### src/rtl/uart_pkg.sv
// Shared UART definitions for the stdout transmitter and the stdin receiver.
// Holds the frame state type and the line-level constants.
package uart_pkg;

    typedef enum logic [2:0] {
        IDLE,
        START,
        DATA,
        PARITY,
        STOP
    } tx_state_t;

    localparam int         UART_DATA_BITS  = 8;
    localparam logic       UART_IDLE_LEVEL = 1'b1;

endpackage

### src/rtl/stdout_uart_tx_if.sv
// CPU-to-UART stdout bundle: byte push request, back-pressure and line status.
// The master is the CPU pipeline, the slave is the transmitter.
interface stdout_uart_tx_if;
    import uart_pkg::*;

    logic                      stdout_write_enable;
    logic [UART_DATA_BITS-1:0] stdout_data;
    logic                      stall;
    logic                      txd;
    logic                      busy;

    modport master (
        output stdout_write_enable,
        output stdout_data,
        input  stall,
        input  txd,
        input  busy
    );

    modport slave (
        input  stdout_write_enable,
        input  stdout_data,
        output stall,
        output txd,
        output busy
    );

endinterface

### src/rtl/stdout_uart_tx_sync_fifo.sv
// Single-clock FIFO with first-word fall-through read data.
// Pushes while full and pops while empty are dropped.
module sync_fifo #(
    parameter int WIDTH = 8,
    parameter int DEPTH = 16
) (
    input  logic                       clk,
    input  logic                       rst,
    input  logic                       push,
    input  logic                       pop,
    input  logic [WIDTH-1:0]           din,
    output logic [WIDTH-1:0]           dout,
    output logic                       full,
    output logic                       empty,
    output logic [$clog2(DEPTH):0]     count
);

    localparam int AW = $clog2(DEPTH);
    localparam logic [AW:0] FULL_CNT = (AW+1)'(DEPTH);

    logic [WIDTH-1:0] mem [DEPTH];
    logic [AW-1:0]    wr_ptr;
    logic [AW-1:0]    rd_ptr;
    logic [AW:0]      count_q;
    logic             do_push;
    logic             do_pop;

    assign full    = (count_q == FULL_CNT);
    assign empty   = (count_q == '0);
    assign count   = count_q;
    assign dout    = mem[rd_ptr];
    assign do_push = push && !full;
    assign do_pop  = pop && !empty;

    // Storage array; contents need no reset since count gates reads.
    always_ff @(posedge clk) begin
        if (do_push) begin
            mem[wr_ptr] <= din;
        end
    end

    // Pointers wrap naturally at the power-of-two depth; count tracks occupancy.
    always_ff @(posedge clk or posedge rst) begin
        if (rst) begin
            wr_ptr  <= '0;
            rd_ptr  <= '0;
            count_q <= '0;
        end else begin
            if (do_push) begin
                wr_ptr <= wr_ptr + 1'b1;
            end
            if (do_pop) begin
                rd_ptr <= rd_ptr + 1'b1;
            end
            if (do_push && !do_pop) begin
                count_q <= count_q + 1'b1;
            end else if (!do_push && do_pop) begin
                count_q <= count_q - 1'b1;
            end
        end
    end

endmodule

### src/rtl/stdout_uart_tx.sv
// CPU stdout sink: buffers bytes in a FIFO and sends them as 8N1 UART frames.
// Define STDOUT_TX_PARITY_EN to insert an even parity bit (8E1 frames).
module stdout_uart_tx
    import uart_pkg::*;
#(
    parameter int CLK_PER_BIT = 868,
    parameter int FIFO_DEPTH  = 16
) (
    input  logic             clk,
    input  logic             rst,
    stdout_uart_tx_if.slave  bus
);

    localparam int CTR_W = $clog2(CLK_PER_BIT);
    localparam int CNT_W = $clog2(FIFO_DEPTH) + 1;
    localparam int BIT_W = $clog2(UART_DATA_BITS);
    localparam logic [CTR_W-1:0] CTR_LOAD = CTR_W'(CLK_PER_BIT - 1);
    localparam logic [BIT_W-1:0] LAST_BIT = BIT_W'(UART_DATA_BITS - 1);

    tx_state_t                 state_q, state_d;
    logic [CTR_W-1:0]          ctr_q, ctr_d;
    logic [BIT_W-1:0]          bit_q, bit_d;
    logic [UART_DATA_BITS-1:0] shift_q, shift_d;
    logic                      txd_q, txd_d;
`ifdef STDOUT_TX_PARITY_EN
    logic                      par_q, par_d;
`endif

    logic                      push;
    logic                      pop;
    logic [UART_DATA_BITS-1:0] fifo_dout;
    logic                      fifo_full;
    logic                      fifo_empty;
    logic [CNT_W-1:0]          fifo_count;
    logic                      bit_end;

    assign push      = bus.stdout_write_enable && !fifo_full;
    assign bit_end   = (ctr_q == '0);
    assign bus.stall = fifo_full;
    assign bus.txd   = txd_q;
    assign bus.busy  = (fifo_count != '0) || (state_q != IDLE);

    sync_fifo #(
        .WIDTH (UART_DATA_BITS),
        .DEPTH (FIFO_DEPTH)
    ) u_fifo (
        .clk   (clk),
        .rst   (rst),
        .push  (push),
        .pop   (pop),
        .din   (bus.stdout_data),
        .dout  (fifo_dout),
        .full  (fifo_full),
        .empty (fifo_empty),
        .count (fifo_count)
    );

    // Frame sequencer: next state, baud countdown, shifter and next line level.
    always_comb begin
        state_d = state_q;
        ctr_d   = ctr_q;
        bit_d   = bit_q;
        shift_d = shift_q;
        txd_d   = UART_IDLE_LEVEL;
        pop     = 1'b0;
`ifdef STDOUT_TX_PARITY_EN
        par_d   = par_q;
`endif
        unique case (state_q)
            IDLE: begin
                if (!fifo_empty) begin
                    pop     = 1'b1;
                    shift_d = fifo_dout;
                    ctr_d   = CTR_LOAD;
                    bit_d   = '0;
                    state_d = START;
`ifdef STDOUT_TX_PARITY_EN
                    par_d   = ^fifo_dout;
`endif
                end
            end
            START: begin
                txd_d = 1'b0;
                if (bit_end) begin
                    ctr_d   = CTR_LOAD;
                    state_d = DATA;
                end else begin
                    ctr_d = ctr_q - 1'b1;
                end
            end
            DATA: begin
                txd_d = shift_q[0];
                if (bit_end) begin
                    ctr_d   = CTR_LOAD;
                    shift_d = shift_q >> 1;
                    bit_d   = bit_q + 1'b1;
                    if (bit_q == LAST_BIT) begin
`ifdef STDOUT_TX_PARITY_EN
                        state_d = PARITY;
`else
                        state_d = STOP;
`endif
                    end
                end else begin
                    ctr_d = ctr_q - 1'b1;
                end
            end
`ifdef STDOUT_TX_PARITY_EN
            PARITY: begin
                txd_d = par_q;
                if (bit_end) begin
                    ctr_d   = CTR_LOAD;
                    state_d = STOP;
                end else begin
                    ctr_d = ctr_q - 1'b1;
                end
            end
`endif
            STOP: begin
                txd_d = 1'b1;
                if (bit_end) begin
                    if (!fifo_empty) begin
                        pop     = 1'b1;
                        shift_d = fifo_dout;
                        ctr_d   = CTR_LOAD;
                        bit_d   = '0;
                        state_d = START;
`ifdef STDOUT_TX_PARITY_EN
                        par_d   = ^fifo_dout;
`endif
                    end else begin
                        state_d = IDLE;
                    end
                end else begin
                    ctr_d = ctr_q - 1'b1;
                end
            end
            default: begin
                state_d = IDLE;
            end
        endcase
    end

    // Sequencer registers; txd is registered so the pin never glitches.
    always_ff @(posedge clk or posedge rst) begin
        if (rst) begin
            state_q <= IDLE;
            ctr_q   <= '0;
            bit_q   <= '0;
            shift_q <= '0;
            txd_q   <= UART_IDLE_LEVEL;
`ifdef STDOUT_TX_PARITY_EN
            par_q   <= 1'b0;
`endif
        end else begin
            state_q <= state_d;
            ctr_q   <= ctr_d;
            bit_q   <= bit_d;
            shift_q <= shift_d;
            txd_q   <= txd_d;
`ifdef STDOUT_TX_PARITY_EN
            par_q   <= par_d;
`endif
        end
    end

endmodule

### src/flat_wrapper.sv
// flat-port wrapper written by rule: the top's interface ports become plain ports
module stdout_uart_tx_flat import uart_pkg::*;
#(
    parameter int CLK_PER_BIT = 868,
    parameter int FIFO_DEPTH  = 16
)
  (clk, rst, bus_stdout_write_enable, bus_stdout_data, bus_stall, bus_txd, bus_busy);
  stdout_uart_tx_if bus_i ();
  input  logic clk;
  input  logic rst;
  input wire logic [$bits(bus_i.stdout_write_enable)-1:0] bus_stdout_write_enable;
  input wire logic [$bits(bus_i.stdout_data)-1:0] bus_stdout_data;
  output wire logic [$bits(bus_i.stall)-1:0] bus_stall;
  output wire logic [$bits(bus_i.txd)-1:0] bus_txd;
  output wire logic [$bits(bus_i.busy)-1:0] bus_busy;
  assign bus_i.stdout_write_enable = bus_stdout_write_enable;
  assign bus_i.stdout_data = bus_stdout_data;
  assign bus_stall = bus_i.stall;
  assign bus_txd = bus_i.txd;
  assign bus_busy = bus_i.busy;
  stdout_uart_tx #(.CLK_PER_BIT(CLK_PER_BIT), .FIFO_DEPTH(FIFO_DEPTH)) u_core (.clk(clk), .rst(rst), .bus(bus_i));
endmodule
### config.mk
export PLATFORM = sky130hd
export DESIGN_NAME = stdout_uart_tx_flat
export DESIGN_NICKNAME = d
export VERILOG_FILES = /design/src/rtl/uart_pkg.sv /design/src/rtl/stdout_uart_tx_if.sv /design/src/rtl/stdout_uart_tx_sync_fifo.sv /design/src/rtl/stdout_uart_tx.sv /design/src/flat_wrapper.sv
export SDC_FILE = /design/constraint.sdc
export NUM_CORES = 1
export LEC_CHECK = 0
export ABC_AREA = 1
export CAP_MARGIN = 20
export CORE_MARGIN = 4
export CORE_UTILIZATION = 45
export CTS_CLUSTER_DIAMETER = 80
export CTS_CLUSTER_SIZE = 25
export DETAILED_ROUTE_END_ITERATION = 16
export DONT_BUFFER_PORTS = 1
export SYNTH_ARGS = -nofsm -noshare
export SYNTH_HDL_FRONTEND = slang
export SYNTH_SLANG_ARGS = --single-unit
### constraint.sdc
create_clock -name clk -period 3.1 [get_ports clk]
set_input_delay 0.62 -clock clk [delete_from_list [all_inputs] [get_ports clk]]
set_output_delay 0.62 -clock clk [all_outputs]
set_load 0.005 [all_outputs]
==> After elaboration in Yosys (flattened, before gate mapping) <==
Memories as Yosys holds them, arrays and structs flattened.
Cells that the tools add are included.
{ "word_totals": {"in_bits": 11, "latchBits": 0, "ramBits": 128, "wordCells": 73, "rom_bits": 0, "reg_bits": 38, "memories": 1} }
{ "memory_table": {"columns": ["memory", "depth", "width", "read_ports", "rd_ports_with_merged_regs", "write_ports", "line_no", "text"], "rows": [
  ["u_core.u_fifo.mem", 16, 8, 1, 0, 1, "stdout_uart_tx_sync_fifo.sv:21", "logic [WIDTH-1:0] mem [DEPTH];"]
]} }
{ "classes": {"add_sub_neg": 6, "order_cmp": 0, "bitwise_logic": 0, "muxes": 27, "n_reduce_logical": 21, "mul": 0, "n_shift": 0, "n_div": 0, "n_eq_ne": 10} }
{ "op_table": {"columns": ["cell", "count"], "rows": [
  ["10-bit two-way mux", 3],
  ["10-bit case mux with 3 select lines", 1],
  ["3-bit two-way mux", 8],
  ["8-bit two-way mux", 3],
  ["8-bit case mux with 3 select lines", 1],
  ["3-bit case mux with 4 select lines", 1],
  ["10-bit logical NOT", 1],
  ["5-bit two-way mux", 2],
  ["10-bit by 1-bit subtractor with 10-bit output (second input constant)", 1],
  ["3-bit case mux with 3 select lines", 1],
  ["3-bit nonzero test", 3],
  ["4-bit by 1-bit adder with 4-bit output (second input constant)", 2],
  ["2-bit by 1-bit inequality test with 1-bit output (second input constant)", 4],
  ["3-bit == test (second input constant)", 2],
  ["5-bit by 1-bit adder with 5-bit output (second input constant)", 1],
  ["5-bit == test (second input constant)", 1],
  ["1-bit logical AND", 5],
  ["5-bit logical NOT", 1],
  ["1-bit two-way mux", 5],
  ["5-bit AND reduction", 1],
  ["5-bit nonzero test", 1],
  ["5-bit by 1-bit subtractor with 5-bit output (second input constant)", 1],
  ["1-bit logical NOT", 4],
  ["1-bit case mux with 2 select lines", 2],
  ["9 further kinds", 9]
]} }

==> Depth between registers and ports, before layout <==
Gate-level depths: netlist of run 1.
{ "depth": {"ltp_word": 8, "depth_mapped": 16} }

==> By module <==
From an unflattened synthesis of run 1, not the netlist that was laid out.
{ "hier_totals": {"hier_cells": 860, "hier_area_um2": 7826.3} }
{ "modules_own_cells": {"columns": ["module", "area_each_um2", "n_inst", "seq_area_each_um2", "cells_per_inst"], "rows": [
  ["sync_fifo", 6222.2, 1, 4169.0, 621],
  ["stdout_uart_tx", 1604.0, 1, 626.9, 239]
]} }

==> Least setup slack after synthesis of run 1 <==
No wires, ideal clock.
{ "synth_path": {"path_kind": "register to register", "startpoint": "register u_core.ctr_q[0]", "endpoint": "register u_core.u_fifo.count_q[4], in the netlist u_core.u_fifo.count[4]", "synth_period_minus_slack_ns": 2.522, "path_buffers": 0, "setup_slack_ns": 0.578, "required_time_ns": 2.979, "path_stages_with_launch": 17, "t_arrival_ns": 2.401, "cell_sequence": "dfrtp_1 -> inv_1 -> ha_1 -> nand2_1 -> nor2_2 -> nand2_2 -> a21oi_4 -> inv_1 -> ha_1 -> inv_1 -> ha_1 -> a21oi_1 -> o21bai_1 -> a21oi_1 -> o21ai_0 -> nand2_1 -> nand2_1"} }
{ "synth_between": {"elab_chain_cells": 7, "elab_cells_between_ends": 9} }
{ "synth_rtl": {"columns": ["item", "line_no", "text"], "rows": [
  ["start, declared", "stdout_uart_tx.sv:21", "logic [CTR_W-1:0] ctr_q, ctr_d;"],
  ["start signal, assigned", "stdout_uart_tx.sv:157", "ctr_q <= ctr_d;"],
  ["10-bit logical NOT (*)", "stdout_uart_tx.sv:38", "assign bit_end = (ctr_q == '0);"],
  ["1-bit two-way mux (*)", "stdout_uart_tx.sv:121", "if (bit_end) begin"],
  ["1-bit case mux with 2 select lines (*)", "stdout_uart_tx.sv:69", "unique case (state_q)"],
  ["1-bit logical AND (*)", "stdout_uart_tx_sync_fifo.sv:33", "assign do_pop = pop && !empty;"],
  ["1-bit logical NOT", "stdout_uart_tx_sync_fifo.sv:55", "if (do_push && !do_pop) begin"],
  ["1-bit logical AND", "stdout_uart_tx_sync_fifo.sv:55", null],
  ["5-bit two-way mux / 2-bit nonzero test (equally long branches)", null, null],
  ["end signal, assigned", "stdout_uart_tx_sync_fifo.sv:56", "count_q <= count_q + 1'b1;"],
  ["end signal, assigned", "stdout_uart_tx_sync_fifo.sv:58", "count_q <= count_q - 1'b1;"],
  ["end, declared", "stdout_uart_tx_sync_fifo.sv:24", "logic [AW:0] count_q;"]
]} }
Mark *: on every way between the ends. The rest lies on a longest branch, timed or not.
A chain may end at the register's enable or synchronous reset.

==> Worst setup path in the final report of run 1 <==
{ "layout_path": {"startpoint": "register u_core.u_fifo.count_q[0], in the netlist u_core.u_fifo.count[0]", "endpoint": "register u_core.u_fifo.count_q[4], in the netlist u_core.u_fifo.count[4]"} }
{ "layout_between": {"elab_cells_between_ends": 19} }
{ "layout_lines": {"columns": ["item", "line_no", "text"], "rows": [
  ["5-bit == test (*)", "stdout_uart_tx_sync_fifo.sv:28", "assign full = (count_q == FULL_CNT);"],
  ["named net bus_stall", "flat_wrapper.sv:13", "output wire logic [$bits(bus_i.stall)-1:0] bus_stall;"],
  ["1-bit logical NOT (*)", "stdout_uart_tx_sync_fifo.sv:32, stdout_uart_tx.sv:37", null],
  ["1-bit logical AND", "stdout_uart_tx.sv:37", "assign push = bus.stdout_write_enable && !fifo_full;"],
  ["1-bit logical AND (*)", "stdout_uart_tx_sync_fifo.sv:32", "assign do_push = push && !full;"],
  ["named net u_core.u_fifo.do_push", "stdout_uart_tx_sync_fifo.sv:25", "logic do_push;"],
  ["1-bit logical NOT", "stdout_uart_tx_sync_fifo.sv:57", "end else if (!do_push && do_pop) begin"],
  ["1-bit logical AND", "stdout_uart_tx_sync_fifo.sv:57", null],
  ["2-bit nonzero test (no source line)", null, null]
]} }
Mark *: on every way through the listed nets, which the timed path passes. The rest lies on a longest branch. The select of a mux whose other input is x is not followed.

==> metrics.md, run 1 <==
| Metric | Value |
|---|---|
| Status | completed |
| Met3 wire len | 970 µm |
| Cell repeated most along the worst path | nand2_1 |
| Multiplexer share of the synthesized area | 0 |
| CP max stage delay | 0.44 ns |
| WP data arrival | 3.11 ns |
| DRT iter0 DRCs | 533 |
| Register bit total from synthesis | 166 |
| WL/cell | 16.6 µm |
| Non-Filler Cell Area, Final | 8450 µm² |
| Post-Route WL | 16,700 µm |
| Gr ovfl total | 0 |
| Sequential share of the synthesized area | 0.625 |
| Vias | 5,203 |
| Top FF cell, synth | edfxtp_1 |
| Met1 wire length | 7370 µm |
| ANT cells | 0 |
| Clk slew on worst S/H paths | 0.06 ns |
| Num CTS Buffers | 17 |
| RSZ-0062 raised after global routing | false |
| Worst setup EP type | flip-flop |
| I/O Buffers | 0 |
| Final RePlAce weighted congestion | 0.908 |
| Final-layout fill cell count | 1,482 |
| Top cell type by total area after synthesis | edfxtp_1 |
| Clock tree sinks | 166 |
| Met2 WL | 8070 µm |
| Worst-Margin Slew | 0.801 ns |
| DRC Markers | 0 |
| Vias in the first global route | 5,037 |
| Min-Delay Path Class | input port to asynchronous set/reset pin |
| Die width | 139 µm |
| Overall die height | 139 µm |
| Initial Util | 0.461 |
| Final WS setup | 0.305 ns |
| Io pins | 14 |
| Max Slew Vio Count | 0 |
| Final hold vios | 0 |
| Clk buf depth | 2 |
| Root Buffer | clkbuf_16 |
| # rows | 47 |
| Async S/R FF share, synth | 0.229 |
| Register area | 4800 µm² |
| Adder-cell area share of the yosys netlist | 0.0238 |
| Pre-Repair DR Iteration Count | 4 |
| Clock Skew | 0.0123 ns |
| Yosys top cell area share | 0.501 |
| Area delta synth->final | 10.2% |
| Gate Count Post-Synth | 771 |
| CP Data Required Time | 3.42 ns |
| Maxcap violations | 0 |
| Share of cells above drive strength 1 | 0.0906 |
| CTS tree | yes |
| Worst slack, placed | 0.241 ns |
| Synthesized Nets | 796 |
| Final HPWL DP | 11,000 µm |
| Largest family of logic cells by synthesized area | simple AND/OR/NAND/NOR gates |
| Core box area | 16,600 µm² |
| Full die area | 19,200 µm² |
| Min cycle time layout | 2.80 ns |
| Multi-input gate area | 2470 µm² |
| Relative slew margins | 0.466 |
| Setup_tns | 0 ns |
| Max Fclk | 0.358 GHz |
| H-tree levels | 4 |
| Nets@finish | 799 |
| Compound-Gate Fraction of Synth Area | 0.0499 |
| CP max-delay cell | dfrtp_1 |
| Total power after layout | 5290 µW |
| Largest net degree at the start of global routing | 62 |
| Antenna Nets Post-Route | 0 |
| Vias/cell | 5.18 |
| Count of unique library cells instantiated by Yosys | 41 |
| WS Path Type | flip-flop to flip-flop |
| PD cells | 626 nW/µm² |
| EDFF count, synth | 128 |
| Post-Synth XOR/XNOR Area | 0.00914 |
| Total track usage | 0.179 |
| Top cells by area, synth | edfxtp_1 (50%), dfrtp_1 (12%), nand2_1 (12%), nand3_1 (4.7%), nor2_1 (4.6%) |
| Mean post-synth cell area | 9.95 µm² |
| Period utilisation layout | 0.902 |
| Crit-path max FO | 8 |
| CP cell instances | nor2_1, nand2_1, nor2_1, inv_1, nand2_1, clkinvlp_4, ha_1, inv_1, ha_1, a21oi_1, o21bai_1, a21oi_1, o21ai_0, nand2_1, nand2_1 |
| Simple-gate share of the synthesized area | 0.240 |
| Placed Area | 7880 µm² |
| Pleak | 0.00344 µW |
| First-pass GRT wire length | 27,100 µm |
| Synth warnings | 0 |
| Clock Latency Late Sink | 0.43 ns |
| DR top layer | met4 |
| Critical path startpoint category | flip-flop |
| Hold Buf Count CTS | 0 |
| Final setup fails | 0 |
| Initial antenna violation count | 0 |
| Peak VDD IR | 0.000404 V |
| Cell Area, Synth | 7670 µm² |
-- flip-flops by register name, indices dropped and copies added, names as in the netlist --
name,flops
u_core.shift_q,8
u_core.u_fifo.mem,128
u_core.state_q,3
u_core.u_fifo.rd_ptr,4
u_core.bus.txd,1
u_core.bit_q,3
u_core.u_fifo.wr_ptr,4
u_core.u_fifo.count,5
u_core.ctr_q,10
-- stage by stage --
step	instances	util	hold WS, ns
3_5_place_dp	974	0.474	0.466
3_3_place_gp	973	0.472	0.460
2_1_floorplan	771	-	0.443
5_1_grt	1004	0.508	0.138
4_1_cts	1003	0.507	0.127
6_report	1004	0.508	0.116
-- layout make-up --
cell class                      count  share of cell area
Sequential cell                   166               0.568
Timing Repair Buffer                9              0.0118
Inverter                           63              0.0293
Clock buffer                       18              0.0508
Multi-Input combinational cell    517               0.293
Tap cell                          220              0.0326
Clock inverter                     11              0.0150
-- timing repair --
action,CTS,global route
resized for setup,0,1
buffers inserted,0,1
setup endpoints to repair,0,1
-- power by group --
part           total, µW  internal [µW]  switching [µW]  leakage (µW)
clock               2030           1180             856      0.000258
sequential          2720           2620            92.2       0.00160
combinational        545            162             383       0.00158
-- critical path, delay by kind of cell, from the launching register on --
| kind | cells | cell delay [ns] |
|---|---|---|
| buf+inv | 3 | 0.42 |
| fa+ha+maj | 2 | 0.54 |
| flops | 1 | 0.44 |
| simple gates | 6 | 0.70 |
| compound gates | 4 | 0.58 |
-- cells in the final DEF (no fill, tap or decap), types with 2 or more instances in the layout --
master / n
nand3_4: 3
o21ai_0: 25
nor2_4: 3
nand4_1: 4
xor2_1: 6
buf_4: 7
bufinv_16: 2
dfrtp_1: 36
o21ai_1: 10
clkinvlp_4: 5
nand2_1: 239
nor2_2: 2
clkinv_1: 2
nand3_1: 72
nor2_1: 94
xnor2_1: 2
inv_6: 3
ha_1: 13
clkbuf_16: 17
edfxtp_1: 128
nand2_2: 5
a21oi_1: 22
inv_1: 49
o211ai_1: 5
inv_2: 11
-- cells in the mapped netlist (all sizes together), types with 2 or more instances --
cell type / n
a21oi: 23
buf: 24
dfrtp: 37
edfxtp: 128
ha: 13
inv: 62
nand2: 246
nand3: 76
nand3b: 2
nand4: 4
nor2: 99
o211ai: 6
o21ai: 36
xnor2: 2
xor2: 6
-- worst paths after layout --
path                                   startpoint                       to  slack, ns  cells past startpoint
max reg2reg                u_core.u_fifo.count[0]   u_core.u_fifo.count[4]       0.30                     15
max                        u_core.u_fifo.count[0]   u_core.u_fifo.count[4]       0.30                     15
min in group clk               bus_stdout_data[7]  u_core.u_fifo.mem[4][7]       0.29                      0
min reg2reg                       u_core.ctr_q[1]          u_core.ctr_q[1]       0.48                      2
min                                           rst   u_core.u_fifo.count[2]       0.12                      1
max in group asynchronous                     rst        u_core.shift_q[2]       2.33                      3
-- logic make-up (layout without fill, tap and decap cells) --
group / after synthesis / in the layout
AOI/OAI and AO/OA: 67 / 67
buffers and inverters: 88 / 101
xor gates and xnor gates: 8 / 8
adders and majority gates: 14 / 14
and+or+nand+nor: 428 / 428
DFF: 166 / 166
-- per-layer routing --
metal,global-route usage,vias up
met5,0,-
met4,0.0546,0
met3,0.0431,18
met2,0.297,133
met1,0.236,2494
li1,-,2558
(Power assumes the default switching activity.)
==> run 2: changes to the inputs <==
Settings changed: CORE_UTILIZATION 45 to 25, SLEW_MARGIN from default to 10.
==> run 2 against run 1 <==
Critical path depth rose by 1; final cell count rose by 17%; worst setup slack improved by 0.058 ns; clock power rose by 5%; routed wire length rose by 4.1%; non-clock buffer count did not move; sequential share of layout area fell by 1.5 points; total power rose by 1.6%; fmax rose by 2.1%; critical path type unchanged.
==> metrics.md, run 2 (synthesized netlist as in run 1, its figures left out) <==
| Metric | Value |
|---|---|
| Commonest non-fill, non-tap cells in the layout | nand2_1 (239), edfxtp_1 (128), nor2_1 (94), nand3_1 (72), inv_1 (48) |
| Status | completed |
| Max Fclk | 0.365 GHz (+2.1%) |
| Period utilisation layout | 0.883 (-0.0186) |
| Die width | 183 µm (+32%) |
| Clk slew on worst S/H paths | 0.07 ns (about the same) |
| Gr ovfl total | 0 (unchanged) |
| Initial antenna violation count | 0 (unchanged) |
| Crit-path max FO | 7 (-1) |
| DRT iter0 DRCs | 432 (-19%) |
| Seq pwr share | 0.505 (-0.008) |
| DRC Markers | 0 (unchanged) |
| Num CTS Buffers | 17 (unchanged) |
| First-pass GRT wire length | 27,900 µm (+2.9%) |
| Io pins | 14 (unchanged) |
| # rows | 63 (+34%) |
| Full die area | 33,500 µm² (+75%) |
| WL/cell | 14.8 µm (-11%) |
| Vias | 5,192 (-0.21%) |
| Min cycle time layout | 2.74 ns (-0.0577 ns) |
| Max Slew Vio Count | 0 (unchanged) |
| Final HPWL DP | 11,200 µm (+2.5%) |
| Post-Route WL | 17,400 µm (+4.1%) |
| Antenna Nets Post-Route | 0 (unchanged) |
| Pleak | 0.00346 µW (+0.49%) |
| Peak VDD IR | 0.000474 V (+17%) |
| Total track usage | 0.106 (-0.0736) |
| Initial Util | 0.256 (-0.205) |
| I/O Buffers | 0 (unchanged) |
| Max reg flops | 128 (unchanged) |
| Overall die height | 183 µm (+32%) |
| Vias in the first global route | 5,079 (+0.83%) |
| Root Buffer | clkbuf_16 |
| PD cells | 619 nW/µm² (-1.1%) |
| Top reg by flops | u_core.u_fifo.mem |
| P_sw | 1450 µW (+8.8%) |
| ANT cells | 0 (unchanged) |
| Clk buf depth | 2 (unchanged) |
| Area delta synth->final | 13.1% |
| Clock Skew | 0.0209 ns (+0.00864 ns) |
| Final setup fails | 0 (unchanged) |
| CTS tree | yes |
| Final hold vios | 0 (unchanged) |
| Largest registers | u_core.u_fifo.mem: 128 flops, u_core.ctr_q: 10 flops, u_core.shift_q: 8 flops |
| RR Startpoint | u_core.ctr_q[0] |
| RSZ-0062 raised after global routing | false |
| CP Data Required Time | 3.42 ns (about the same) |
| Clock tree sinks | 166 (unchanged) |
| Core box area | 30,000 µm² (+80%) |
| Final Util | 0.290 (-0.218) |
| WS Path Type | flip-flop to flip-flop |
| Largest net degree at the start of global routing | 71 (+15%) |
| H-tree levels | 4 (unchanged) |
| P_int | 3930 µW (-0.88%) |
| Worst-Margin Slew | 0.778 ns (-0.0232 ns) |
| R2R depth | 16 (+1) |
| Vias/cell | 4.41 (-15%) |
| Pre-Repair DR Iteration Count | 5 (+1) |
| Setup_tns | 0 ns (unchanged) |
| Min-Delay Path Class | input port to asynchronous set/reset pin |
| Clock power frac | 0.396 (+0.012) |
| CP Launch Point | u_core.ctr_q[0] |
| Relative slew margins | 0.482 (+0.0155) |
| Critical path startpoint category | flip-flop |
| Clock Latency Late Sink | 0.43 ns (about the same) |
| Maxcap violations | 0 (unchanged) |
| Share of cells above drive strength 1 | 0.0966 (+0.00601) |
| Comb power frac | 0.099 (-0.004) |
| Sw Share | 0.269 (+0.0180) |
| Final RePlAce weighted congestion | 0.874 (-3.7%) |
| Worst setup EP type | flip-flop |
| Nets@finish | 799 (unchanged) |
| Commonest non-fill, non-tap cell in the layout | nand2_1 |
| WP data arrival | 3.06 ns (-0.05 ns) |
| Final-layout fill cell count | 3,127 (+110%) |
run 2: cell count changes in the layout (fill, tap and decap cells not counted), moves of 2 or more:
cell,before,now
clkinv_8,0,2
clkinvlp_4,5,3
inv_6,3,5
inv_8,1,3
run 2: layout make-up:
class	count	area, µm²	share of cell area
Sequential cell	166	4800	0.553
Clock buffer	18	429	0.0495
Timing Repair Buffer	9	80.1	0.00923
Inverter	63	244	0.0281
Clock inverter	14	163	0.0187
Multi-Input combinational cell	517	2470	0.285
Tap cell	390	488	0.0562
run 2: layer usage:
metal  vias up  track usage  part of all wire  wire, µm
li1       2566            -                 -         -
met1      2512        0.146              0.47      8150
met2       104        0.171              0.48      8310
met3        10       0.0224             0.047       811
met4         0       0.0265            0.0071       124
met5         -            0                 0         0
run 2: path summary, 6_finish.rpt:
path | endpoint | slack [ns]
worst max-delay path | u_core.u_fifo.count[4] | 0.36
worst max register to register | u_core.u_fifo.count[4] | 0.36
worst min-delay path | u_core.u_fifo.wr_ptr[1] | 0.18
min in group clk | u_core.u_fifo.mem[11][2] | 0.28
max in group asynchronous | u_core.bus.txd | 2.54
worst min register to register | u_core.shift_q[6] | 0.48
run 2: power by group through the flow:
stage	sequential, µW	combinational [µW]	clock (µW)
floorplan	2740	384	0
CTS	2710	536	2160
finish	2710	530	2130
global route	2730	611	2270
detailed placement	2760	531	0
global placement	2750	525	0
run 2: per-stage QoR:
step / hold slack, ns / instances / setup slack (ns) / cell area (µm²) / power, µW
after floorplan: 0.443 / 771 / 0.578 / 7670 / 3120
after global placement: 0.458 / 1143 / 0.334 / 8070 / 3280
after detailed placement: 0.467 / 1143 / 0.316 / 8070 / 3290
after CTS: 0.189 / 1175 / 0.290 / 8660 / 5410
after global routing: 0.230 / 1177 / 0.0560 / 8680 / 5610
final: 0.179 / 1177 / 0.362 / 8680 / 5370
run 2: critical path, stage by stage (launching register included):
cell and delay (ns):
dfrtp_1 0.36, inv_1 0.14, ha_1 0.23, nand2_1 0.08
nor2_2 0.09, nand2_2 0.13, a21oi_4 0.21, inv_1 0.08
ha_1 0.17, inv_1 0.17, ha_1 0.32, a21oi_1 0.17
o21bai_1 0.10, a21oi_1 0.17, o21ai_0 0.10, nand2_1 0.06
nand2_1 0.04
run 2: repair_timing:
action                                  4_1_cts  5_1_grt
endpoints found under the setup margin        0        1
resized for setup                             0        1
buffers inserted                              0        2
hold buffers                                  0        0
